File: src/rtl/median_pkg.sv
// Shared definitions for the median_sort_n order-statistic filter:
// FSM state encoding, default geometry and the rank clamp helper.
package median_pkg;

    // Frame phases: collect samples, sort in place, present the result
    typedef enum logic [1:0] {
        LOAD = 2'd0,
        SORT = 2'd1,
        OUT  = 2'd2
    } state_t;

    // Default window length (odd, >= 3) and sample width
    localparam int DEFAULT_N      = 9;
    localparam int DEFAULT_DATA_W = 8;

    // Requested ranks past the end of the window select the maximum
    function automatic int unsigned clamp_rank(input int unsigned rank, input int unsigned n);
        return (rank >= n) ? (n - 1) : rank;
    endfunction

endpackage

File: src/rtl/cmp_swap.sv
// Combinational compare-exchange cell used by the odd-even transposition sort.
// The pair is swapped only when the lower-index value is strictly larger, so
// equal values keep their order.
module cmp_swap
    import median_pkg::*;
#(
    parameter int DATA_W = DEFAULT_DATA_W
) (
    input  logic [DATA_W-1:0] a,
    input  logic [DATA_W-1:0] b,
    output logic [DATA_W-1:0] lo,
    output logic [DATA_W-1:0] hi
);

    logic swap;

    assign swap = (a > b);
    assign lo   = swap ? b : a;
    assign hi   = swap ? a : b;

endmodule

File: src/rtl/median_sort_n.sv
// Parametrised order-statistic filter.
// Collects N unsigned samples over a ready/valid port, sorts them in place
// with one odd-even transposition pass per clock, then presents the selected
// rank (latched with the first sample of the frame) on a ready/valid port.
// Optional feature macro: MEDIAN_SORT_MINMAX_EN adds out_min / out_max.
module median_sort_n
    import median_pkg::*;
#(
    parameter  int N      = DEFAULT_N,
    parameter  int DATA_W = DEFAULT_DATA_W,
    localparam int RANK_W = $clog2(N)
) (
    input  logic              clk,
    input  logic              rst,
    input  logic              in_valid,
    input  logic [DATA_W-1:0] in,
    output logic              in_ready,
    input  logic [RANK_W-1:0] rank_sel,
    output logic              out_valid,
    input  logic              out_ready,
    output logic [DATA_W-1:0] out
`ifdef MEDIAN_SORT_MINMAX_EN
    ,
    output logic [DATA_W-1:0] out_min,
    output logic [DATA_W-1:0] out_max
`endif
);

    // Compare-exchange cells: floor(N/2) is enough for both pass parities
    localparam int                PAIRS    = N / 2;
    localparam logic [RANK_W-1:0] LAST_IDX = RANK_W'(N - 1);

    state_t            state;
    logic [RANK_W-1:0] sample_cnt;
    logic [RANK_W-1:0] pass_cnt;
    logic [RANK_W-1:0] rank_q;
    logic              in_ready_q;
    logic              out_valid_q;
    logic [DATA_W-1:0] out_q;
`ifdef MEDIAN_SORT_MINMAX_EN
    logic [DATA_W-1:0] out_min_q;
    logic [DATA_W-1:0] out_max_q;
`endif

    logic [DATA_W-1:0] win      [N];
    logic [DATA_W-1:0] win_next [N];

    logic [DATA_W-1:0] pair_a  [PAIRS];
    logic [DATA_W-1:0] pair_b  [PAIRS];
    logic [DATA_W-1:0] pair_lo [PAIRS];
    logic [DATA_W-1:0] pair_hi [PAIRS];

    logic odd_pass;
    logic last_pass;
    logic last_sample;
    logic accept;

    assign odd_pass    = pass_cnt[0];
    assign last_pass   = (pass_cnt == LAST_IDX);
    assign last_sample = (sample_cnt == LAST_IDX);
    // in_ready_q is only ever set while in LOAD, so it doubles as the LOAD flag
    assign accept      = in_valid && in_ready_q;

    // Even passes pair (0,1),(2,3)..; odd passes pair (1,2),(3,4)..
    // With N odd, the highest odd-pass pair is (N-2, N-1), so 2k+2 stays in range.
    for (genvar k = 0; k < PAIRS; k++) begin : g_pair
        assign pair_a[k] = odd_pass ? win[2*k+1] : win[2*k];
        assign pair_b[k] = odd_pass ? win[2*k+2] : win[2*k+1];

        cmp_swap #(
            .DATA_W (DATA_W)
        ) u_cmp_swap (
            .a  (pair_a[k]),
            .b  (pair_b[k]),
            .lo (pair_lo[k]),
            .hi (pair_hi[k])
        );
    end

    // Window contents after applying the current pass; untouched slots pass through
    always_comb begin
        // NOTE: every slot gets a default before the conditional writes, so no latch is inferred.
        for (int i = 0; i < N; i++) begin
            win_next[i] = win[i];
        end
        for (int k = 0; k < PAIRS; k++) begin
            if (odd_pass) begin
                win_next[2*k+1] = pair_lo[k];
                win_next[2*k+2] = pair_hi[k];
            end else begin
                win_next[2*k]   = pair_lo[k];
                win_next[2*k+1] = pair_hi[k];
            end
        end
    end

    // Window registers: shift in on accept, rewrite in place during SORT
    always_ff @(posedge clk) begin
        if (rst) begin
            // NOTE: the window is a register array, not RAM, and is cleared on reset so a frame never sees stale data.
            for (int i = 0; i < N; i++) begin
                win[i] <= '0;
            end
        end else if (accept) begin
            for (int i = 0; i < N - 1; i++) begin
                win[i] <= win[i+1];
            end
            win[N-1] <= in;
        end else if (state == SORT) begin
            for (int i = 0; i < N; i++) begin
                win[i] <= win_next[i];
            end
        end
    end

    // Frame FSM with counters, rank latch and registered handshake outputs
    always_ff @(posedge clk) begin
        // NOTE: state registers use non-blocking assignments so every update sees pre-edge values.
        if (rst) begin
            state       <= LOAD;
            sample_cnt  <= '0;
            pass_cnt    <= '0;
            rank_q      <= '0;
            in_ready_q  <= 1'b1;
            out_valid_q <= 1'b0;
            out_q       <= '0;
`ifdef MEDIAN_SORT_MINMAX_EN
            out_min_q   <= '0;
            out_max_q   <= '0;
`endif
        end else begin
            case (state)
                LOAD: begin
                    if (accept) begin
                        if (sample_cnt == '0) begin
                            rank_q <= RANK_W'(clamp_rank(32'(rank_sel), N));
                        end
                        if (last_sample) begin
                            state      <= SORT;
                            sample_cnt <= '0;
                            pass_cnt   <= '0;
                            in_ready_q <= 1'b0;
                        end else begin
                            sample_cnt <= sample_cnt + RANK_W'(1);
                        end
                    end
                end

                SORT: begin
                    if (last_pass) begin
                        // Capture from the final pass so the result is valid on entry to OUT
                        state       <= OUT;
                        pass_cnt    <= '0;
                        out_valid_q <= 1'b1;
                        out_q       <= win_next[rank_q];
`ifdef MEDIAN_SORT_MINMAX_EN
                        out_min_q   <= win_next[0];
                        out_max_q   <= win_next[N-1];
`endif
                    end else begin
                        pass_cnt <= pass_cnt + RANK_W'(1);
                    end
                end

                OUT: begin
                    if (out_valid_q && out_ready) begin
                        state       <= LOAD;
                        sample_cnt  <= '0;
                        pass_cnt    <= '0;
                        out_valid_q <= 1'b0;
                        in_ready_q  <= 1'b1;
                    end
                end

                default: begin
                    state       <= LOAD;
                    sample_cnt  <= '0;
                    pass_cnt    <= '0;
                    out_valid_q <= 1'b0;
                    in_ready_q  <= 1'b1;
                end
            endcase
        end
    end

    // Handshake outputs are forced idle while reset is held
    assign in_ready  = in_ready_q && !rst;
    assign out_valid = out_valid_q && !rst;
    assign out       = rst ? '0 : out_q;
`ifdef MEDIAN_SORT_MINMAX_EN
    assign out_min   = rst ? '0 : out_min_q;
    assign out_max   = rst ? '0 : out_max_q;
`endif

endmodule

File: config.mk
export PLATFORM = sky130hd
export DESIGN_NAME = median_sort_n
export DESIGN_NICKNAME = d
export VERILOG_FILES = /design/src/rtl/median_pkg.sv /design/src/rtl/cmp_swap.sv /design/src/rtl/median_sort_n.sv
export SDC_FILE = /design/constraint.sdc
export NUM_CORES = 1
export LEC_CHECK = 0
export BUFFER_PORTS_ARGS = -buffer_cell sky130_fd_sc_hd__buf_4
export CORE_MARGIN = 8
export CORE_UTILIZATION = 45
export CTS_CLUSTER_SIZE = 30
export DETAILED_ROUTE_END_ITERATION = 16
export RECOVER_POWER = 25
export SLEW_MARGIN = 20
export SYNTH_ARGS = -nofsm -noshare
export SYNTH_HDL_FRONTEND = slang
export SYNTH_SLANG_ARGS = --single-unit
export TNS_END_PERCENT = 30
File: constraint.sdc
create_clock -name clk -period 4.5 [get_ports clk]
set_clock_uncertainty 0.15 [all_clocks]
set_input_delay 0.225 -clock clk [delete_from_list [all_inputs] [get_ports clk]]
set_output_delay 0.225 -clock clk [all_outputs]
set_load 0.005 [all_outputs]
---- Word-level counts from Yosys, hierarchy flattened ----
Memory sizes are Yosys's and may differ from the RTL's.
Cells that the tools add are included.
word-level totals
  bits in registers ....................... 24
  memories kept ........................... 1
  input port bits ......................... 16
  RAM bits ................................ 72
cells by class
  bitwise operators ....................... 21
  add/subtract/negate cells ............... 2
  eq/ne operators ......................... 8
  multiplexer cells ....................... 77
  magnitude comparators ................... 6
  reduce and logical (&&, ||, !) cells .... 14
memory list
  memory  depth  bits a word  rd ports  clocked after Yosys merged registers in  wr ports  RTL line             text
  win     9      8            9         0                                        9         median_sort_n.sv:45  logic [DATA_W-1:0] win [N];
operator list
  kind                   number
  $mux W8                46
  $bmux W8 S4            1
  $gt A8 B8 Y1           4
  $mux W4                7
  $pmux W4 S3            2
  $or A1 B1 Y1           18
  $mux W1                14
  $reduce_and A3 Y1      4
  $add A4 B1 Y4 const B  2
  $eq A4 B4 Y1 const B   2
  $mux W2                4
  $ne A2 B2 Y1 const B   4
  $reduce_and A4 Y1      2
  $pmux W1 S3            2
  $pmux W2 S3            1
  $ge A5 B5 Y1 const B   1
  $not A4 Y5             1
  $ge A4 B4 Y1 const B   1
  $logic_and A1 B1 Y1    4
  $logic_not A4 Y1       1
  $eq A2 B1 Y1 const B   1
  $eq A2 B2 Y1 const B   1
  $logic_not A2 Y1       1
  $not A1 Y1             2
  2 further kinds        2

---- Depth between registers and ports, before layout ----
  depth in word-level cells ............... 7
  gate-level depth with buffers ........... 20

---- Modules after synthesis ----
Synthesis repeated with hierarchy kept, for this count alone.
second synthesis, totals
  cells, all modules ...................... 769
  area total of the unflattened synthesis .. 7976.4 µm²
modules (own cells, without submodules)
  module         sequential area each (µm²)  times used  cells an instance  area an instance (µm²)
  median_sort_n  2642.5                      1           593                6069.6
  cmp_swap       0.0                         4           44                 476.7

---- Worst setup path before layout ----
No wires, ideal clock.
  path kind ............................... reg-to-reg
  from .................................... reg pass_cnt[0]
  to ...................................... reg out_q[1]
  buffers on the path ..................... 6
  arrival time ............................ 3852 ps
  stages on the path, launching flop included .. 19
  required time ........................... 4228 ps
  slack ................................... 377 ps
  cell sequence ........................... dfxtp_1 -> buf_2 -> buf_2 -> buf_2 -> buf_1 -> clkbuf_1 -> buf_2 -> nand2_1 -> nand2_1 -> ha_1 -> a211o_1 -> o211ai_1 -> nand4b_2 -> nand3_2 -> mux2_2 -> o211ai_1 -> o21ai_0 -> a221oi_1 -> nor2_1
between the ends
  cells in the longest elaborated chain, start to end .. 7
RTL lines
  what                                        RTL line                                  text
  start: declaration                          median_sort_n.sv:35                       logic [RANK_W-1:0] pass_cnt;
  start signal: assignment                    median_sort_n.sv:161                      pass_cnt <= pass_cnt + RANK_W'(1);
  $mux W8, on equally long branches           median_sort_n.sv:67, median_sort_n.sv:68
  $gt A8 B8 Y1                                cmp_swap.sv:17                            assign swap = (a > b);
  $mux W8, on equally long branches           cmp_swap.sv:19, cmp_swap.sv:18
  $mux W8                                     median_sort_n.sv:87                       if (odd_pass) begin
  $bmux W8 S4                                 median_sort_n.sv:155                      out_q <= win_next[rank_q];
  $mux W8 (implied by the code) (2 in a row)  median_sort_n.sv:155
  end signal: assignment                      median_sort_n.sv:155
  end: declaration                            median_sort_n.sv:39                       logic [DATA_W-1:0] out_q;
Several ways; a longest one is shown, not always the timed one. The select of a mux whose other input is x is not followed.
A chain may end at the register's enable or synchronous reset.

---- Worst setup path in the final report ----
  from .................................... reg pass_cnt[0]
  to ...................................... reg out_q[7]
The elaborated chain is that of the path after synthesis.

==> impl_metrics.py <==
metrics = {
    "run_status": {
        "outcome": "complete, but fails checks",
        "failed_checks": "capacitance limit, slew limit",
    },
    "yosys": {
        "syn_avg_cell_area_um2": 8.181,
        "yosysTopAreaCellShare_pct": 27.73,
        "ys.flop_type": "edfxtp_1",
        "ys_ff_latch": 96,
        "syn_area_um2": 7796,
        "syn-num-nets": 1005,
        "synth.area.top_cells": "edfxtp_1 28%, nand2_1 9.4%, mux2i_1 6.9%",
        "ys_seq_area_share_pct": 33.90,
        "ys_warn_count": 0,
        "synth_edf_count": 72,
        "yosysMostFrequentCell": "nand2_1",
        "synthDistinctLibCells": 74,
        "synth_common_cells": "195 x nand2_1, 95 x o21ai_0, 72 x edfxtp_1",
        "synthArstFlopShare_pct": 0,
        "synth_top_cell_by_area": "edfxtp_1",
        "synth_cells": 953,
    },
    "pwr": {
        "totalPowerFinal_mw": 2.682,
        "ir_worst_vdd_v": 0.0001861,
        "power_per_cell_area_nw_per_um2": 312.9,
        "p_leak_nw": 3.290,
    },
    "timing": {
        "fin_ws_ps": 467.1,
        "drv_slew": 73,
        "fin_crit_ps": 4033,
        "timing.fmax_ghz": 0.2480,
        "rsz0062_at_grt": "no",
        "hold_violations": 0,
        "finalSetupTns_ps": 0,
        "setup_viol_count_final": 0,
        "slew_headroom_pct": -18.34,
        "worst_pin_slew_ps": 1769,
        "fin_crit_sh_pct": 89.62,
    },
    "worst_setup_path": {
        "arrival_ps": 4130,
        "cp-start-kind": "flop",
        "cp-end-kind": "flop",
        "setup.worst_path.class": "reg2reg",
        "worstPathRequired_ps": 4590,
        "crit_path_max_fanout": 37,
    },
    "global_route": {
        "grt.overflow.total": 0,
        "grt_usage_pct": 21.93,
        "grt_pass1_vias": 6858,
        "grt_pass1_wl_um": 38120,
        "antenna_found_initial": 0,
        "grt_max_degree": 86,
    },
    "clocking": {
        "cts_buffers": 9,
        "cts.sinks": 96,
        "clk_path_buf_depth": 2,
        "ctsResizeCount": 0,
        "worstSkewPairLatency_ps": 360,
        "htreeDepth": 3,
        "cts_setup_buffers": 0,
        "root_buffer": "clkbuf_16",
        "ctsHoldBuffers": 12,
        "cts_tree": "yes",
        "path_clk_slew_ps": 70,
    },
    "floorplan": {
        "io_pins": 26,
        "dieArea_um2": 21790,
        "initial_core_util_pct": 45.55,
        "core-area_um2": 17120,
        "die_h_um": 147.6,
        "die_w_um": 147.6,
        "rows": 48,
    },
    "placement": {
        "port_buffers": 25,
        "dpl_cell_area_um2": 8163,
        "pre_cts_ws_ps": 608.4,
        "dpl.hpwl_um": 16650,
        "globalplace.congestion": 0.9283,
    },
    "worst_hold_path": {
        "hp-class": "in2reg",
    },
    "detailed_routing": {
        "vias": 7290,
        "wl_per_cell_um": 19.89,
        "drc": 0,
        "drt_wl_total_um": 23610,
        "drt_first_pass_iters": 5,
        "routed_via_density": 6.142,
        "ant_nets": 0,
        "drtIter0Drc": 799,
    },
    "final_layout": {
        "fillers": 1666,
        "num_antenna_cells": 0,
        "drive_gt1_share_pct": 9.459,
        "syn2layout_area_growth_pct": 9.950,
        "stdcell_area_um2": 8572,
        "nNetsFinal": 1009,
    },
    "run": {
        "cap_viol_max_count": 1,
    },
}
[layout make-up]
class | count | area [um^2] | share of cell area (%)
clock inverters | 5 | 33.78 | 0.3941
inverters | 20 | 75.07 | 0.8758
well taps | 225 | 281.5 | 3.284
clock buffers | 11 | 275.3 | 3.211
flip-flops and latches | 96 | 2643 | 30.83
multi-input cells | 777 | 4822 | 56.25
repair buffers | 53 | 441.7 | 5.153
[worst max-delay path, stage by stage, from the launching register on]
cell       delay, ps
dfxtp_1          410
buf_4            410
nand2_1          120
a21boi_0         150
ha_1             380
a211oi_2         350
o2111ai_1        300
nand2_1          650
a31oi_1          180
o211ai_1         180
o21ai_0          150
a221oi_1         400
nor2_1            60
[layout by cell type (no fill, tap or decap), types with 4 or more instances in the layout]
cell type / count
buf_4: 29
nand3_1: 34
o211ai_1: 12
o21ai_0: 95
a311oi_1: 4
nand2_1: 194
nor2b_1: 17
inv_1: 19
a21oi_1: 52
clkbuf_4: 7
a221oi_1: 4
o22ai_1: 8
edfxtp_1: 72
mux2i_1: 54
a31oi_1: 15
clkbuf_16: 11
nor3_1: 18
nor2_1: 60
nand2b_1: 4
nand4_1: 11
nand3b_1: 9
o221ai_1: 11
dlygate4sd3_1: 12
ha_1: 36
mux2_2: 20
dfxtp_1: 24
a21boi_0: 23
o32a_1: 4
a22o_1: 19
[cell families after synthesis]
group                      after synthesis  share of synthesized area, %
muxes                                   74                         9.822
buffers and inverters                   80                         4.429
adders and majority gates               36                         5.778
and+or+nand+nor                        373                         21.43
DFF                                     96                         33.89
AOI/OAI and AO/OA                      294                         24.65
[per-stage QoR]
stage	hold slack [ps]	instances	utilization [%]
6_report	14.64	1187	50.08
5_1_grt	52.19	1187	50.08
4_1_cts	8.855	1187	50.20
3_5_place_dp	314.9	1159	47.69
3_3_place_gp	310.2	1159	47.69
2_1_floorplan	222.2	953	-
[metal layers]
layer | up-vias | part of all wire, % | wire (um) | track usage [%]
met5 | - | 0 | 0 | 0
met2 | 267 | 44 | 10390 | 33.26
met1 | 3446 | 48 | 11250 | 30.73
met4 | 0 | 2.2 | 510 | 7.649
met3 | 23 | 6.2 | 1461 | 3.852
li1 | 3554 | - | - | -
[registers in the layout, indices dropped and copies added, names as in the netlist]
register and flops:
out_q 8, sample_cnt 4, state 2, pass_cnt 4
in_ready_q 1, out_valid_q 1, win 72, rank_q 4
[final timing paths]
kind | start | end | slack (ps) | cells past startpoint
hold reg to reg | out_valid_q$_SDFFE_PP0P_ | out_valid_q$_SDFFE_PP0P_ | 320 | 2
setup / recovery | pass_cnt[0]$_SDFFE_PP0P_ | out_q[7]$_SDFFE_PP0P_ | 470 | 12
hold / removal | out_ready | out_valid_q$_SDFFE_PP0P_ | 10 | 4
setup reg to reg | pass_cnt[0]$_SDFFE_PP0P_ | out_q[7]$_SDFFE_PP0P_ | 470 | 12
[power by group]
| group | switching (mW) | internal [mW] |
|---|---|---|
| Clock | 0.367 | 0.444 |
| Combinational | 0.468 | 0.294 |
| Sequential | 0.0894 | 1.02 |
| Total | 0.924 | 1.76 |
Power figures use the tool's default switching activity.
